==> src/rtl/ledger_mem_sequencer.sv <==
// Arbitrated sequencer for the shared balance RAM: a store channel writes p1/p2 amounts, a fetch channel reads them back.
// Optional LEDGER_VERIFY_EN: stores read back all four bytes and flag mismatches on store_error.
module ledger_mem_sequencer #(
    parameter int RD_LAT = 1
) (
    input  logic        clock,
    input  logic        reset,
    input  logic        store_req,
    input  logic [10:0] p1_amount_in,
    input  logic [10:0] p2_amount_in,
    output logic        store_done,
    output logic        store_error,
    input  logic        fetch_req,
    output logic        fetch_done,
    output logic [10:0] p1_amount_rd,
    output logic [10:0] p2_amount_rd,
    output logic        busy,
    output logic        access_p2,
    output logic [1:0]  access_type,
    output logic [7:0]  data_in,
    output logic        wren,
    input  logic [7:0]  result
);

    typedef enum logic [2:0] {IDLE, WR, RD, DONE_S, DONE_F} state_t;

    state_t      state, state_nx;
    logic [1:0]  slot;
    logic [1:0]  lat;
    logic        last_lat;
    logic        vfy;
    logic [10:0] p1_amt, p2_amt;
    logic [10:0] wr_amt;
    logic [7:0]  wr_byte;
    logic [7:0]  cap_p1lo, cap_p2lo;
    logic [2:0]  cap_p1hi;

    assign last_lat = (lat == 2'(RD_LAT));
    // slot[1] picks the player, slot[0] picks the byte field
    assign wr_amt   = slot[1] ? p2_amt : p1_amt;
    assign wr_byte  = slot[0] ? {5'b0, wr_amt[10:8]} : wr_amt[7:0];

    always_ff @(posedge clock) begin
        if (reset) begin
            state <= IDLE;
            slot  <= 2'd0;
            lat   <= 2'd0;
        end else begin
            state <= state_nx;
            if (state == IDLE) begin
                slot <= 2'd0;
                lat  <= 2'd0;
            end else if (state == WR) begin
                slot <= slot + 2'd1;
            end else if (state == RD) begin
                if (last_lat) begin
                    lat  <= 2'd0;
                    slot <= slot + 2'd1;
                end else begin
                    lat <= lat + 2'd1;
                end
            end
        end
    end

    always_comb begin
        state_nx = state;
        case (state)
            IDLE:   if (store_req) state_nx = WR;
                    else if (fetch_req) state_nx = RD;
            WR:     if (slot == 2'd3) state_nx = vfy ? RD : DONE_S;
            RD:     if (last_lat && slot == 2'd3) state_nx = vfy ? DONE_S : DONE_F;
            DONE_S: state_nx = IDLE;
            DONE_F: state_nx = IDLE;
            default: state_nx = IDLE;
        endcase
    end

    always_comb begin
        wren        = 1'b0;
        access_p2   = 1'b0;
        access_type = 2'b00;
        data_in     = 8'h00;
        store_done  = 1'b0;
        fetch_done  = 1'b0;
        busy        = (state != IDLE);
        case (state)
            WR: begin
                wren        = 1'b1;
                access_p2   = slot[1];
                access_type = {1'b0, slot[0]};
                data_in     = wr_byte;
            end
            RD: begin
                access_p2   = slot[1];
                access_type = {1'b0, slot[0]};
            end
            DONE_S:  store_done = 1'b1;
            DONE_F:  fetch_done = 1'b1;
            default: ;
        endcase
    end

    // Read bytes are staged so both amounts change together on the fetch_done edge
    always_ff @(posedge clock) begin
        if (reset) begin
            p1_amt       <= 11'd0;
            p2_amt       <= 11'd0;
            cap_p1lo     <= 8'd0;
            cap_p1hi     <= 3'd0;
            cap_p2lo     <= 8'd0;
            p1_amount_rd <= 11'd0;
            p2_amount_rd <= 11'd0;
        end else begin
            if (state == IDLE && store_req) begin
                p1_amt <= p1_amount_in;
                p2_amt <= p2_amount_in;
            end
            if (state == RD && last_lat && !vfy) begin
                case (slot)
                    2'd0: cap_p1lo <= result;
                    2'd1: cap_p1hi <= result[2:0];
                    2'd2: cap_p2lo <= result;
                    default: begin
                        p1_amount_rd <= {cap_p1hi, cap_p1lo};
                        p2_amount_rd <= {result[2:0], cap_p2lo};
                    end
                endcase
            end
        end
    end

`ifdef LEDGER_VERIFY_EN
    logic mism;
    logic err;

    // vfy marks RD slots that belong to a store readback rather than a fetch
    always_ff @(posedge clock) begin
        if (reset) begin
            vfy  <= 1'b0;
            mism <= 1'b0;
            err  <= 1'b0;
        end else if (state == IDLE && store_req) begin
            vfy  <= 1'b1;
            mism <= 1'b0;
            err  <= 1'b0;
        end else if (state == IDLE && fetch_req) begin
            vfy <= 1'b0;
        end else if (state == RD && vfy && last_lat) begin
            if (slot == 2'd3) err <= mism | (result != wr_byte);
            else              mism <= mism | (result != wr_byte);
        end
    end

    assign store_error = err;
`else
    logic unused_hi;

    assign vfy         = 1'b0;
    assign store_error = 1'b0;
    assign unused_hi   = &{1'b0, result[7:3]};
`endif

endmodule

==> config.mk <==
export PLATFORM = sky130hd
export DESIGN_NAME = ledger_mem_sequencer
export DESIGN_NICKNAME = d
export VERILOG_FILES = /design/src/rtl/ledger_mem_sequencer.sv
export SDC_FILE = /design/constraint.sdc
export NUM_CORES = 1
export LEC_CHECK = 0
export ABC_AREA = 1
export CORE_MARGIN = 3
export CORE_UTILIZATION = 40
export CTS_CLUSTER_DIAMETER = 40
export CTS_CLUSTER_SIZE = 20
export DETAILED_ROUTE_END_ITERATION = 8
export PLACE_DENSITY_LB_ADDON = 0.1
export SYNTH_ARGS = -nofsm -noshare
export SYNTH_HDL_FRONTEND = slang
export SYNTH_SLANG_ARGS = --single-unit
==> constraint.sdc <==
create_clock -name clock -period 2.25 [get_ports clock]
set_input_delay 0.45 -clock clock [delete_from_list [all_inputs] [get_ports clock]]
set_output_delay 0.45 -clock clock [all_outputs]
set_load 0.03 [all_outputs]
==> metrics.md <==
| Metric | Value |
|---|---|
| Status | `complete, no violations` |
| Critical path type | `reg -> out` |
| Antenna violations before repair | `0` |
| H-tree depth | `3` |
| Slew Viols, Final | `0` |
| First-pass detailed-route iteration total | `5` |
| Sequential area share after synthesis | `about half` |
| Routability cong. | `roughly 0.8` |
| Die ar. | `a little over 8000 sq um` |
| Synth cell types | `24` |
| Cell count after synthesis | `400` |
| Hold/Removal Path Class | `reg -> reg` |
| Ys flop type | `dfxtp_1` |
| Vias | `2,671` |
| DR WL met2 | `about 3.3 mm` |
| Drt total wl | `roughly 7 mm` |
| Layout cells sized above 1 | `a little under 10%` |
| DR vias/cell | `approximately 4.7` |
| Setup Skew | `between 0.007 and 0.008 ns` |
| Crit path largest cell delay | `roughly 0.71 ns` |
| Vias in the first global route | `between 2k and 2.5k` |
| Clock-pin slew on the worst setup and hold paths | `~0.08 ns` |
| R2R cell count | `7` |
| Post-CTS Hold Fix Bufs | `0` |
| Leak Pwr | `approximately 1.7 nW` |
| Die height | `roughly 90 microns` |
| Critical path depth in cells | `3` |
| Top cell type's share of synthesized area | `about half` |
| Initial drt markers | `between 70 and 80` |
| Core box area | `between 6000 and 7000 sq um` |
| CTS tree | `built` |
| Pwr dens | `886 nW/um^2` |
| Total GRT Usage | `between 10% and 20%` |
| Clock root cell | `clkbuf_8` |
| Port Buf Inserts | `between 60 and 70` |
| Initial Utilization | `between 40% and 50%` |
| Sink Count | `70` |
| RSZ-0062 raised after global routing | `false` |
| Routed len/inst | `about 12 microns` |
| Antenna cells | `0` |
| Avg Synthesized Cell Area | `around 7.2 sq um` |
| Clk Latency, worst-skew pair | `0.34 ns` |
| First-pass GRT wire length | `11.4 mm` |
| Layout area overhead | `33.1%` |
| Tmin final | `approximately 2.1 ns` |
| Worst path slowest cell | `clkdlybuf4s50_1` |
| Area contributors post-synth | `dfxtp_1 (48%), nand2_1 (11%), a21oi_1 (8.8%)` |
| CP top delay family | `buffers and inverters` |
| Synth area leader | `dfxtp_1` |
| CP startpoint kind | `flip-flop` |
| Fmax | `0.471 GHz` |
| Top cells by count, synth | `nand2_1 (82), dfxtp_1 (70), nor2_1 (62), a21oi_1 (51), inv_1 (32)` |
| Final hold viol count | `0` |
| Synth Warn # | `0` |
| Met3 WL post-DR | `between 300 and 400 microns` |
| Post-synth EDFFs | `0` |
| Rows | `30` |
| Required time worst endpoint | `~1.8 ns` |
| R2r endpoint | `p1_amt[3]$_SDFFE_PP0P_` |
| Max Cap Viol | `0` |
| Critical Path AT | `approximately 1.7 ns` |
| Reg-to-reg slack, setup | `0.49 ns` |
| Worst Path Buf+Inv | `2` |
| Worst Setup SP | `state[1]$_SDFFE_PP0P_` |
| CTS Buffer Depth | `2` |
| Worst vdd ir | `about 0.00078 V` |
| Core Util, Final | `a little under three fifths` |
| Post-DP HPWL | `4.81 mm` |
| Mapped cell area | `about 2900 sq um` |
| Crit-path cells | `buf_4 -> nor3_1 -> clkdlybuf4s50_1` |
| TritonCTS Buffers | `9` |
| Uppermost layer routed | `met4` |
| Worst Setup EP | `fetch_done` |
| Endpoints failing setup | `0` |
| Final period util | `94.4%` |
| Final setup TNS | `0 ns` |
| Final instance area | `around 3900 sq um` |
| Post-synth ARST share | `0%` |
| WL met1 | `about 3.2 mm` |
| Max FO, Critical Path | `5` |
| CP endpoint kind | `output port` |
| Top-count cell post-synth | `nand2_1` |
| DRC violations left | `0` |
| Nets | `505` |
| #FFs+latches synth | `70` |
| Io pins | `between 70 and 80` |
| Final antenna-violating net count | `0` |
| Worst r2r src | `state[1]$_SDFFE_PP0P_` |
| GRT overflow | `0` |
| Die W | `slightly above 90 microns` |
| DP Area | `about 3700 sq um` |
| Fillers | `roughly 700` |
| Pin count of the biggest net entering global routing | `43` |
## worst min-delay path by stage
stage	slack, ns	from	cells past startpoint	to
6_report	0.45	cap_p2lo[6]$_SDFFE_PP0P_	2	p2_amount_rd[6]$_SDFFE_PP0P_
5_1_grt	0.47	cap_p2lo[0]$_SDFFE_PP0P_	2	p2_amount_rd[0]$_SDFFE_PP0P_
4_1_cts	0.46	cap_p1hi[0]$_SDFFE_PP0P_	2	p1_amount_rd[8]$_SDFFE_PP0P_
3_5_place_dp	0.44	cap_p2lo[6]$_SDFFE_PP0P_	2	p2_amount_rd[6]$_SDFFE_PP0P_
3_3_place_gp	0.44	cap_p1lo[2]$_SDFFE_PP0P_	2	p1_amount_rd[2]$_SDFFE_PP0P_
2_1_floorplan	0.43	cap_p2lo[0]$_SDFFE_PP0P_	2	p2_amount_rd[0]$_SDFFE_PP0P_
## where the power goes
part / switching [mW] / total (mW) / internal [mW]
registers: 0.0594 / 1.40 / 1.34
clock network: 0.479 / 1.16 / 0.685
logic: 0.552 / 0.853 / 0.301
total: 1.09 / 3.41 / 2.32
## logic make-up after synthesis
| family | synth area share [%] |
|---|---|
| flip-flops | 48.4 |
| AND/OR/NAND/NOR | 26.7 |
| buffers and inverters | 8.56 |
| adder cells (fa/ha/maj) | 1.73 |
| other | 0.130 |
| AO/OA/AOI/OAI | 14.5 |
## per-layer routing
metal / track usage (%) / vias to the layer above
met1: 20.6 / 1185
li1: - / 1408
met2: 28.3 / 71
met4: 6.41 / 0
met5: 0 / -
met3: 4.89 / 7
## sequential cells by signal, summed over array words and instances (netlist names)
| register | count |
|---|---|
| cap_p1hi | 3 |
| cap_p1lo | 8 |
| cap_p2lo | 8 |
| lat | 2 |
| p1_amount_rd | 11 |
| p1_amt | 11 |
| p2_amount_rd | 11 |
| p2_amt | 11 |
| slot | 2 |
| state | 3 |
## through the flow
step | std cells | setup slack (ns) | power [mW] | hold slack [ns]
2_1_floorplan | 401 | 0.260 | 2.01 | 0.430
3_3_place_gp | 552 | 0.128 | 2.28 | 0.439
3_5_place_dp | 552 | 0.0791 | 2.29 | 0.444
4_1_cts | 568 | 0.0170 | 3.44 | 0.456
5_1_grt | 568 | 0.0405 | 3.61 | 0.471
6_report | 568 | 0.126 | 3.41 | 0.455
## layout by cell type, fill, tap and decap left out, types with 2 or more instances in the layout
cell	Yosys	layout
nand2_1	82	82
dfxtp_1	70	69
nor2_1	62	62
clkdlybuf4s50_1	0	57
a21oi_1	51	51
inv_1	32	31
nand3_1	28	28
o21ai_0	24	24
clkbuf_8	0	11
buf_4	5	11
clkbuf_2	0	9
o21ai_1	6	6
nor3_1	5	5
ha_1	4	4
nand3_2	3	3
inv_2	1	2
conb_1	1	2
bufinv_16	0	2
dlymetal6s2s_1	0	2
## area by class of cell
type	count	area, sq um	area share, %
clock buffer	11	151	3.93
clock inverter	5	81.3	2.11
inverter	33	124	3.22
multi-input combinational	274	1250	32.4
sequential	70	1400	36.4
tap	96	120	3.12
timing repair buffer	79	723	18.8
## worst reg2reg max path: stages (launching register included)
cell and delay [ns]:
dfxtp_1 0.31, buf_4 0.15, nor2_1 0.14, nand2_1 0.10, inv_2 0.33, nand2_2 0.37
nand2_1 0.18, a21oi_1 0.07
## timing repair
item / 4_1_cts / 5_1_grt
pin swaps: 0 / 0
resized for setup: 10 / 21
endpoints found under the setup margin: 9 / 11
setup buffers: 0 / 0
(Power assumes the default switching activity.)
